$ cat config.mk
export PLATFORM = sky130hd
export DESIGN_NAME = uart_rx_core_flat
export DESIGN_NICKNAME = d
export VERILOG_FILES = /design/src/rtl/uart_rx_core_if.sv /design/src/rtl/uart_rx_core.sv /design/src/flat_wrapper.sv
export SDC_FILE = /design/constraint.sdc
export NUM_CORES = 1
export LEC_CHECK = 0
export CAP_MARGIN = 20
export CORE_UTILIZATION = 40
export CTS_BUF_LIST = sky130_fd_sc_hd__clkbuf_16
export DETAILED_ROUTE_END_ITERATION = 7
export MAX_ROUTING_LAYER = met4
export SYNTH_ARGS = -nofsm -noshare
export SYNTH_HDL_FRONTEND = slang
export SYNTH_SLANG_ARGS = --single-unit
$ cat constraint.sdc
create_clock -name clk_i -period 2.3 [get_ports clk_i]
set_clock_uncertainty 0.05 [all_clocks]
set_input_delay 0.345 -clock clk_i [delete_from_list [all_inputs] [get_ports clk_i]]
set_output_delay 0.345 -clock clk_i [all_outputs]
set_load 0.005 [all_outputs]
$ cat src/rtl/uart_rx_core_if.sv
// Register-side bundle of the UART receive engine: enables and configuration in,
// received character and its status flags out.
interface uart_rx_core_if #(
  parameter int MAX_UART_DATA_W = 8,
  parameter int TOTAL_CONF_W    = 5
);
  logic                       rx_en_i;
  logic [TOTAL_CONF_W-1:0]    rx_conf_i;
  logic                       rx_fifo_en_i;
  logic [MAX_UART_DATA_W-1:0] rx_data_o;
  logic                       rx_done_o;
  logic                       rx_busy_o;
  logic                       rx_parity_err_o;
  logic                       rx_frame_err_o;
  logic                       rx_fifo_push_o;

  modport master (
    output rx_en_i, rx_conf_i, rx_fifo_en_i,
    input  rx_data_o, rx_done_o, rx_busy_o, rx_parity_err_o, rx_frame_err_o, rx_fifo_push_o
  );

  modport slave (
    input  rx_en_i, rx_conf_i, rx_fifo_en_i,
    output rx_data_o, rx_done_o, rx_busy_o, rx_parity_err_o, rx_frame_err_o, rx_fifo_push_o
  );
endinterface

$ cat src/rtl/uart_rx_core.sv
// UART receive engine: 16x oversampled start/data/parity/stop recovery with
// even-parity and framing checks, per-frame done and Rx FIFO push strobes.
module uart_rx_core #(
  parameter int MAX_UART_DATA_W = 8,
  parameter int STOP_CONF_W     = 2,
  parameter int DATA_CONF_W     = 2,
  parameter int SAMPLE_COUNT_W  = 4,
  parameter int DATA_COUNTER_W  = 3,
  parameter int TOTAL_CONF_W    = STOP_CONF_W + DATA_CONF_W + 1
) (
  input  logic           clk_i,
  input  logic           rstn_i,
  input  logic           baud_en_i,
  input  logic           uart_rx_i,
  uart_rx_core_if.slave  bus
);

  typedef enum logic [2:0] {
    ST_RESET, ST_IDLE, ST_START, ST_DATA, ST_PARITY, ST_STOP, ST_DONE
  } state_e;

  localparam logic [SAMPLE_COUNT_W-1:0] MID_SAMPLE  = SAMPLE_COUNT_W'(7);
  localparam logic [SAMPLE_COUNT_W-1:0] LAST_SAMPLE = '1;

  logic [1:0]                 sync_q;
  logic                       rx_s;
  state_e                     state_q;
  logic [SAMPLE_COUNT_W-1:0]  cnt_q;
  logic [DATA_COUNTER_W-1:0]  idx_q;
  logic [DATA_COUNTER_W-1:0]  idx_max_q;
  logic [STOP_CONF_W-1:0]     stop_idx_q;
  logic [STOP_CONF_W-1:0]     stop_max_q;
  logic                       par_en_q;
  logic                       par_bit_q;
  logic                       frame_pend_q;
  logic [MAX_UART_DATA_W-1:0] shift_q;
  logic [MAX_UART_DATA_W-1:0] data_q;
  logic                       done_q;
  logic                       busy_q;
  logic                       perr_q;
  logic                       ferr_q;
  logic                       push_q;

  logic [DATA_CONF_W-1:0]     cfg_data;
  logic [STOP_CONF_W-1:0]     cfg_stop;
  logic                       cfg_par;

  assign cfg_data = bus.rx_conf_i[TOTAL_CONF_W-1 -: DATA_CONF_W];
  assign cfg_stop = bus.rx_conf_i[STOP_CONF_W:1];
  assign cfg_par  = bus.rx_conf_i[0];
  assign rx_s     = sync_q[1];

  // The line idles high, so the synchronizer resets to 1 to avoid a phantom start bit.
  always_ff @(posedge clk_i or negedge rstn_i) begin
    // NOTE: sequential state is always assigned with <= so every flop samples pre-edge values.
    if (!rstn_i) sync_q <= 2'b11;
    else         sync_q <= {sync_q[0], uart_rx_i};
  end

  always_ff @(posedge clk_i or negedge rstn_i) begin
    if (!rstn_i) begin
      state_q      <= ST_RESET;
      cnt_q        <= '0;
      idx_q        <= '0;
      idx_max_q    <= '0;
      stop_idx_q   <= '0;
      stop_max_q   <= '0;
      par_en_q     <= 1'b0;
      par_bit_q    <= 1'b0;
      frame_pend_q <= 1'b0;
      shift_q      <= '0;
      data_q       <= '0;
      done_q       <= 1'b0;
      busy_q       <= 1'b0;
      perr_q       <= 1'b0;
      ferr_q       <= 1'b0;
      push_q       <= 1'b0;
    end else begin
      // Strobes last one clk_i cycle, not one baud period.
      done_q <= 1'b0;
      push_q <= 1'b0;
      if (baud_en_i) begin
        cnt_q <= cnt_q + 1'b1;
        unique case (state_q)
          ST_RESET: if (bus.rx_en_i) state_q <= ST_IDLE;
          ST_IDLE: begin
            if (!bus.rx_en_i) begin
              state_q <= ST_RESET;
            end else if (!rx_s) begin
              state_q      <= ST_START;
              cnt_q        <= '0;
              idx_q        <= '0;
              stop_idx_q   <= '0;
              idx_max_q    <= DATA_COUNTER_W'(32'd4 + 32'(cfg_data));
              stop_max_q   <= cfg_stop;
              par_en_q     <= cfg_par;
              par_bit_q    <= 1'b0;
              frame_pend_q <= 1'b0;
              shift_q      <= '0;
              busy_q       <= 1'b1;
            end
          end
          ST_START: begin
            if (cnt_q == MID_SAMPLE && rx_s) begin
              state_q <= ST_IDLE;
              busy_q  <= 1'b0;
            end else if (cnt_q == LAST_SAMPLE) begin
              state_q <= ST_DATA;
            end
          end
          ST_DATA: begin
            if (cnt_q == MID_SAMPLE) shift_q[idx_q] <= rx_s;
            if (cnt_q == LAST_SAMPLE) begin
              if (idx_q == idx_max_q) state_q <= par_en_q ? ST_PARITY : ST_STOP;
              else                    idx_q   <= idx_q + 1'b1;
            end
          end
          ST_PARITY: begin
            if (cnt_q == MID_SAMPLE)  par_bit_q <= rx_s;
            if (cnt_q == LAST_SAMPLE) state_q   <= ST_STOP;
          end
          ST_STOP: begin
            if (cnt_q == MID_SAMPLE) begin
              if (!rx_s) frame_pend_q <= 1'b1;
              // Leave right after the last mid-sample so back-to-back frames are not missed.
              if (stop_idx_q == stop_max_q) begin
                state_q <= ST_DONE;
                data_q  <= shift_q;
                perr_q  <= par_en_q & (par_bit_q ^ (^shift_q));
                ferr_q  <= frame_pend_q | ~rx_s;
                done_q  <= 1'b1;
                push_q  <= bus.rx_fifo_en_i;
                busy_q  <= 1'b0;
              end
            end else if (cnt_q == LAST_SAMPLE) begin
              stop_idx_q <= stop_idx_q + 1'b1;
            end
          end
          ST_DONE: state_q <= bus.rx_en_i ? ST_IDLE : ST_RESET;
          default: state_q <= ST_RESET;
        endcase
      end
    end
  end

  assign bus.rx_data_o       = data_q;
  assign bus.rx_done_o       = done_q;
  assign bus.rx_busy_o       = busy_q;
  assign bus.rx_parity_err_o = perr_q;
  assign bus.rx_frame_err_o  = ferr_q;
  assign bus.rx_fifo_push_o  = push_q;

endmodule

$ cat src/flat_wrapper.sv
// flat-port wrapper written by rule: the top's interface ports become plain ports
module uart_rx_core_flat 
#(
  parameter int MAX_UART_DATA_W = 8,
  parameter int STOP_CONF_W     = 2,
  parameter int DATA_CONF_W     = 2,
  parameter int SAMPLE_COUNT_W  = 4,
  parameter int DATA_COUNTER_W  = 3,
  parameter int TOTAL_CONF_W    = STOP_CONF_W + DATA_CONF_W + 1
)
  (clk_i, rstn_i, baud_en_i, uart_rx_i, bus_rx_en_i, bus_rx_conf_i, bus_rx_fifo_en_i, bus_rx_data_o, bus_rx_done_o, bus_rx_busy_o, bus_rx_parity_err_o, bus_rx_frame_err_o, bus_rx_fifo_push_o);
  uart_rx_core_if #(.MAX_UART_DATA_W(MAX_UART_DATA_W), .TOTAL_CONF_W(TOTAL_CONF_W)) bus_i ();
  input  logic clk_i;
  input  logic rstn_i;
  input  logic baud_en_i;
  input  logic uart_rx_i;
  input wire logic [$bits(bus_i.rx_en_i)-1:0] bus_rx_en_i;
  input wire logic [$bits(bus_i.rx_conf_i)-1:0] bus_rx_conf_i;
  input wire logic [$bits(bus_i.rx_fifo_en_i)-1:0] bus_rx_fifo_en_i;
  output wire logic [$bits(bus_i.rx_data_o)-1:0] bus_rx_data_o;
  output wire logic [$bits(bus_i.rx_done_o)-1:0] bus_rx_done_o;
  output wire logic [$bits(bus_i.rx_busy_o)-1:0] bus_rx_busy_o;
  output wire logic [$bits(bus_i.rx_parity_err_o)-1:0] bus_rx_parity_err_o;
  output wire logic [$bits(bus_i.rx_frame_err_o)-1:0] bus_rx_frame_err_o;
  output wire logic [$bits(bus_i.rx_fifo_push_o)-1:0] bus_rx_fifo_push_o;
  assign bus_i.rx_en_i = bus_rx_en_i;
  assign bus_i.rx_conf_i = bus_rx_conf_i;
  assign bus_i.rx_fifo_en_i = bus_rx_fifo_en_i;
  assign bus_rx_data_o = bus_i.rx_data_o;
  assign bus_rx_done_o = bus_i.rx_done_o;
  assign bus_rx_busy_o = bus_i.rx_busy_o;
  assign bus_rx_parity_err_o = bus_i.rx_parity_err_o;
  assign bus_rx_frame_err_o = bus_i.rx_frame_err_o;
  assign bus_rx_fifo_push_o = bus_i.rx_fifo_push_o;
  uart_rx_core #(.MAX_UART_DATA_W(MAX_UART_DATA_W), .STOP_CONF_W(STOP_CONF_W), .DATA_CONF_W(DATA_CONF_W), .SAMPLE_COUNT_W(SAMPLE_COUNT_W), .DATA_COUNTER_W(DATA_COUNTER_W), .TOTAL_CONF_W(TOTAL_CONF_W)) u_core (.clk_i(clk_i), .rstn_i(rstn_i), .baud_en_i(baud_en_i), .uart_rx_i(uart_rx_i), .bus(bus_i));
endmodule
---- Yosys cells after proc, flatten, opt, wreduce, memory -nomap -nowiden ----
Index checks and enable logic that the tools add are counted.
storage, ports and cells
  register bits after elaboration ......... 43
  bits in latches ......................... 0
  bits in writable memories ............... 0
  ROM bits ................................ 0
  input port bits ......................... 11
  output and inout bits ................... 13
  word-level logic and storage cells ...... 124
  memories kept ........................... 0
operators by class
  add/sub/neg operators ................... 4
  multipliers ............................. 0
  div/mod/pow operators ................... 0
  $lt $le $gt $ge ......................... 2
  equal/unequal tests ..................... 27
  shifts and indexed selects .............. 0
  multiplexer cells ....................... 53
  bitwise gates (word level) .............. 4
  reductions and logical operators ........ 17
operators by type and width
  operator             number
  $mux 3               14
  $mux 8               3
  $pmux 3 s7           1
  $mux 1               20
  $ne 2x1->1 const B   9
  $reduce_and 6->1     3
  $pmux 8 s2           1
  $mux 4               3
  $ne 2x2->1 const B   6
  $reduce_and 5->1     2
  $eq 3x3->1 const B   3
  $reduce_and 9->1     1
  $bwmux 8             1
  $mux 2               4
  $reduce_and 4->1     2
  $reduce_xor 8->1     1
  $reduce_and 7->1     1
  $eq 3x2->1 const B   2
  $pmux 3 s2           1
  $reduce_bool 2->1    3
  $add 4x1->4 const B  1
  $eq 4x3->1 const B   1
  $eq 4x4->1 const B   1
  $lt 3x4->1 const B   1
  20 further kinds     22

---- Logic depth before layout (Yosys ltp) ----
  depth in word-level cells ............... 7
  gate-level depth with buffers ........... 7
  depth with buffers taken out ............ 6

---- Worst setup path before layout ----
OpenSTA, ideal clock, no wires.
  path kind ............................... flip-flop to flip-flop
  start ................................... register u_core.cnt_q[0]
  end ..................................... register u_core.state_q[0]
  arrival ................................. 1,738 ps
  path slack .............................. 385 ps
  stages on the path, launching flop included .. 7
  period minus slack after synthesis ...... 1,915 ps
  cell sequence ........................... dfrtp_1 > ha_1 > and3b_2 > nand3_1 > a211o_1 > a221oi_2 > mux2_1
between the ends
  cells in the longest elaborated chain, start to end .. 4
  elaborated cells on any way between the ends .. 10
ends and longest elaborated chain
  item                                                             line                                      text
  from (decl)                                                      uart_rx_core.sv:28                        logic [SAMPLE_COUNT_W-1:0] cnt_q;
  from (signal assigned)                                           uart_rx_core.sv:83                        cnt_q <= cnt_q + 1'b1;
  $eq 4x3->1                                                       uart_rx_core.sv:104, uart_rx_core.sv:123
  $logic_and 1x1->1                                                uart_rx_core.sv:104                       if (cnt_q == MID_SAMPLE && rx_s) begin
  $ne 3x1->1 (no source line) or $mux 3 (tied branches)            --
  $reduce_and 9->1 (no source line) or $pmux 3 s7 (tied branches)  --
  to (signal assigned)                                             uart_rx_core.sv:114                       if (idx_q == idx_max_q) state_q <= par_en_q ? ST_PARITY : ST_STOP;
  to (signal assigned)                                             uart_rx_core.sv:139                       ST_DONE: state_q <= bus.rx_en_i ? ST_IDLE : ST_RESET;
  to (decl)                                                        uart_rx_core.sv:27                        state_e state_q;
Parallel ways exist; a longest one is shown, timed or not.
A chain may end at the register's enable or synchronous reset.

---- Worst setup path in the final report ----
  start ................................... register u_core.cnt_q[0]
  end ..................................... register u_core.state_q[1]
The elaborated chain is that of the path after synthesis.

==> results.json <==
{
  "root_buffer": "clkbuf_16",
  "synth_top_family_by_area": "simple AND/OR/NAND/NOR gates",
  "power_density_mw_per_mm2": 1041,
  "ys_seq_area_frac": 0.4800,
  "drtIter0Drc": 66,
  "utilization": 0.5150,
  "synth_adder_area_share": 0.01114,
  "num_rows": 26,
  "status": "finished clean",
  "dp_hpwl_um": 3098,
  "cp_top_family": "compound AO/OA/AOI/OAI gates",
  "ctsHoldBuffers": 0,
  "power_mw": 2.824,
  "diodes": 0,
  "drt_wl_total_um": 4289,
  "netlist_instances": 215,
  "synth_simple_gate_area_frac": 0.1726,
  "fin_crit_ns": 2.148,
  "setup_violations": 0,
  "fp.dieH_um": 76.95,
  "drt_first_pass_iters": 4,
  "regArea_mm2": 0.001079,
  "swShare": 0.3483,
  "gp_congestion": 0.8310,
  "p_int_mw": 1.841,
  "die_x_um": 76.95,
  "final_antenna_net_count": 0,
  "rsz0062_at_grt": "no",
  "core_mm2": 0.005270,
  "htree_levels": 2,
  "cts_tree": "done",
  "p_leak_nw": 1.168,
  "worst_pin_slew_ns": 0.6476,
  "path_cells": "ha_1 -> and3b_2 -> nand3_1 -> a211o_1 -> a221oi_2 -> mux2_1",
  "clock_latency_ns": 0.28,
  "die_area_mm2": 0.005921,
  "ys_seq_elements": 43,
  "gr-usage-all-layers": 0.1649,
  "pwr-share-comb": 0.335,
  "synth_edf_count": 0,
  "yosysUniqueCellTypes": 51,
  "dp.cells": 307,
  "end_kind": "register",
  "critPathSlowestCell": "dfrtp_1",
  "fin_crit_sh": 0.9338,
  "most-common-layout-cells": "dfrtp_1, o21ai_0, clkdlybuf4s50_1",
  "start_util": 0.4264,
  "worstPathRequired_ns": 2.41,
  "hold_violations": 0,
  "synth_ff_type": "dfrtp_1",
  "p_seq_frac": 0.425,
  "area_delta_synth_final_pct": 20.77,
  "grt_max_degree": 29,
  "hp-class": "in -> async",
  "p_switching_mw": 0.9836,
  "clock_power_share": 0.240,
  "cts_max_path_buffers": 2,
  "io_buffers": 23,
  "final_common_cell": "dfrtp_1",
  "syn_area_per_cell_um2": 10.45,
  "avgViaCountPerCell": 5.244,
  "syn_area_mm2": 0.002247,
  "crit_arrival_ns": 2.26,
  "ys_warn_count": 0,
  "post_cts_resized": 0,
  "synthesis.nets": 228,
  "synthMuxAreaShare": 0.08018,
  "drv_cap": 0,
  "postPlaceCellArea_mm2": 0.002572,
  "cts.clk_slew.worst_paths_ns": 0.06,
  "setup_slack_ns": 0.1523,
  "max_freq_ghz": 0.4656,
  "vias": 1652,
  "pre_cts_ws_ns": 0.05018,
  "wire_per_inst_um": 13.62,
  "synth-compound-area-share": 0.1637,
  "boundaryPins": 24,
  "hold_ws_ns": 0.03774,
  "fin_area_mm2": 0.002714,
  "num-nets-final": 257,
  "cts.sink_count": 43,
  "fin_setup_tns_ns": 0,
  "slew_viol_final": 0,
  "crit_path_start_kind": "register",
  "drc": 0,
  "path_buf_inv": 0,
  "synth-xor-area-share": 0.05290,
  "synth-async-reset-ratio": 1.000,
  "finalNonFillerCells": 315,
  "post_cts_buffers": 0,
  "overflow": 0,
  "slew-limit-headroom": 0.5683,
  "grt_pass1_vias": 1553,
  "n_fill_cell": 511,
  "crit_fanout": 7,
  "path_class": "reg -> reg",
  "numCtsBuffers": 5,
  "peakVddDrop_uv": 557.4,
  "drive_above_1_share": 0.1837,
  "multi_input_area_mm2": 0.001080,
  "antenna_found_initial": 0,
  "grt_first_pass_wirelength_um": 7417,
  "max_stage_delay_ns": 0.39
}
## final timing paths
kind                             startpoint                   end  slack, ns  depth (start not counted)
setup / recovery            u_core.cnt_q[0]     u_core.state_q[1]       0.15                          6
hold reg to reg            u_core.sync_q[0]      u_core.sync_q[1]       0.31                          0
max in group asynchronous            rstn_i      u_core.sync_q[1]       1.52                          2
setup reg to reg            u_core.cnt_q[0]     u_core.state_q[1]       0.15                          6
hold / removal                       rstn_i  u_core.stop_max_q[0]       0.04                          1
min in group clk_i         u_core.sync_q[0]      u_core.sync_q[1]       0.31                          0
## per-layer routing
layer,up-vias,track usage,share of wire
met3,5,0.03929,0.040
met2,38,0.2393,0.44
met4,0,0.05192,0.012
met1,784,0.2263,0.51
li1,825,-,-
met5,-,-,0
## synthesized netlist by cell type, types with 2 or more instances
| cell | instances | area share |
|---|---|---|
| dfrtp_1 | 41 | 0.46 |
| o21ai_0 | 29 | 0.065 |
| nand2_1 | 18 | 0.030 |
| mux2_2 | 14 | 0.070 |
| xnor2_1 | 10 | 0.039 |
| inv_1 | 8 | 0.013 |
| nor2_1 | 8 | 0.013 |
| a31oi_1 | 7 | 0.019 |
| clkbuf_1 | 6 | 0.010 |
| nand2b_1 | 6 | 0.017 |
| nand3_1 | 6 | 0.013 |
| o21ai_1 | 6 | 0.013 |
| a21oi_1 | 3 | 0.0067 |
| a211o_1 | 2 | 0.0078 |
| and2_1 | 2 | 0.0056 |
| and3_1 | 2 | 0.0056 |
| buf_2 | 2 | 0.0045 |
| buf_6 | 2 | 0.010 |
| dfstp_2 | 2 | 0.023 |
| ha_1 | 2 | 0.011 |
| mux2_1 | 2 | 0.010 |
| nand3b_1 | 2 | 0.0067 |
| nor2b_1 | 2 | 0.0056 |
| nor3_1 | 2 | 0.0045 |
| nor3b_1 | 2 | 0.0067 |
| nor4b_1 | 2 | 0.0078 |
| o31ai_2 | 2 | 0.011 |
| or4_4 | 2 | 0.010 |
## cells by family after synthesis
kind of cell | count (synthesis)
adder cells (fa/ha/maj) | 2
XOR/XNOR | 12
AND/OR/NAND/NOR | 65
AO/OA/AOI/OAI | 58
multiplexers | 16
buffers and inverters | 19
flip-flops | 43
## layout make-up
class / instances / share of cell area
inverters: 9 / 0.01245
clock buffers: 5 / 0.04610
repair buffers: 32 / 0.1079
flip-flops and latches: 43 / 0.3974
multi-input cells: 153 / 0.3979
clock inverters: 3 / 0.005994
well taps: 70 / 0.03227
## state kept, by name, summed over array words and instances, names as in the netlist
| register | cells |
|---|---|
| u_core.bus.rx_busy_o | 1 |
| u_core.bus.rx_data_o | 8 |
| u_core.bus.rx_done_o | 1 |
| u_core.bus.rx_fifo_push_o | 1 |
| u_core.bus.rx_frame_err_o | 1 |
| u_core.bus.rx_parity_err_o | 1 |
| u_core.cnt_q | 4 |
| u_core.frame_pend_q | 1 |
| u_core.idx_max_q | 3 |
| u_core.idx_q | 3 |
| u_core.par_bit_q | 1 |
| u_core.par_en_q | 1 |
| u_core.shift_q | 8 |
| u_core.state_q | 3 |
| u_core.stop_idx_q | 2 |
| u_core.stop_max_q | 2 |
| u_core.sync_q | 2 |
## worst reg2reg max path, stage by stage (launching register included)
cell and delay, ns:
dfrtp_1 0.39, ha_1 0.28, and3b_2 0.28, nand3_1 0.11
a211o_1 0.31, a221oi_2 0.26, mux2_1 0.35
## power by group through the flow
stage / Sequential (mW) / Clock, mW / Combinational (mW)
2_1_floorplan: 1.10 / 0 / 0.827
4_1_cts: 1.20 / 0.700 / 0.952
3_3_place_gp: 1.21 / 0 / 0.941
3_5_place_dp: 1.21 / 0 / 0.949
6_report: 1.20 / 0.678 / 0.945
5_1_grt: 1.24 / 0.730 / 1.06
Note: power is estimated with default switching activity, not from simulation.
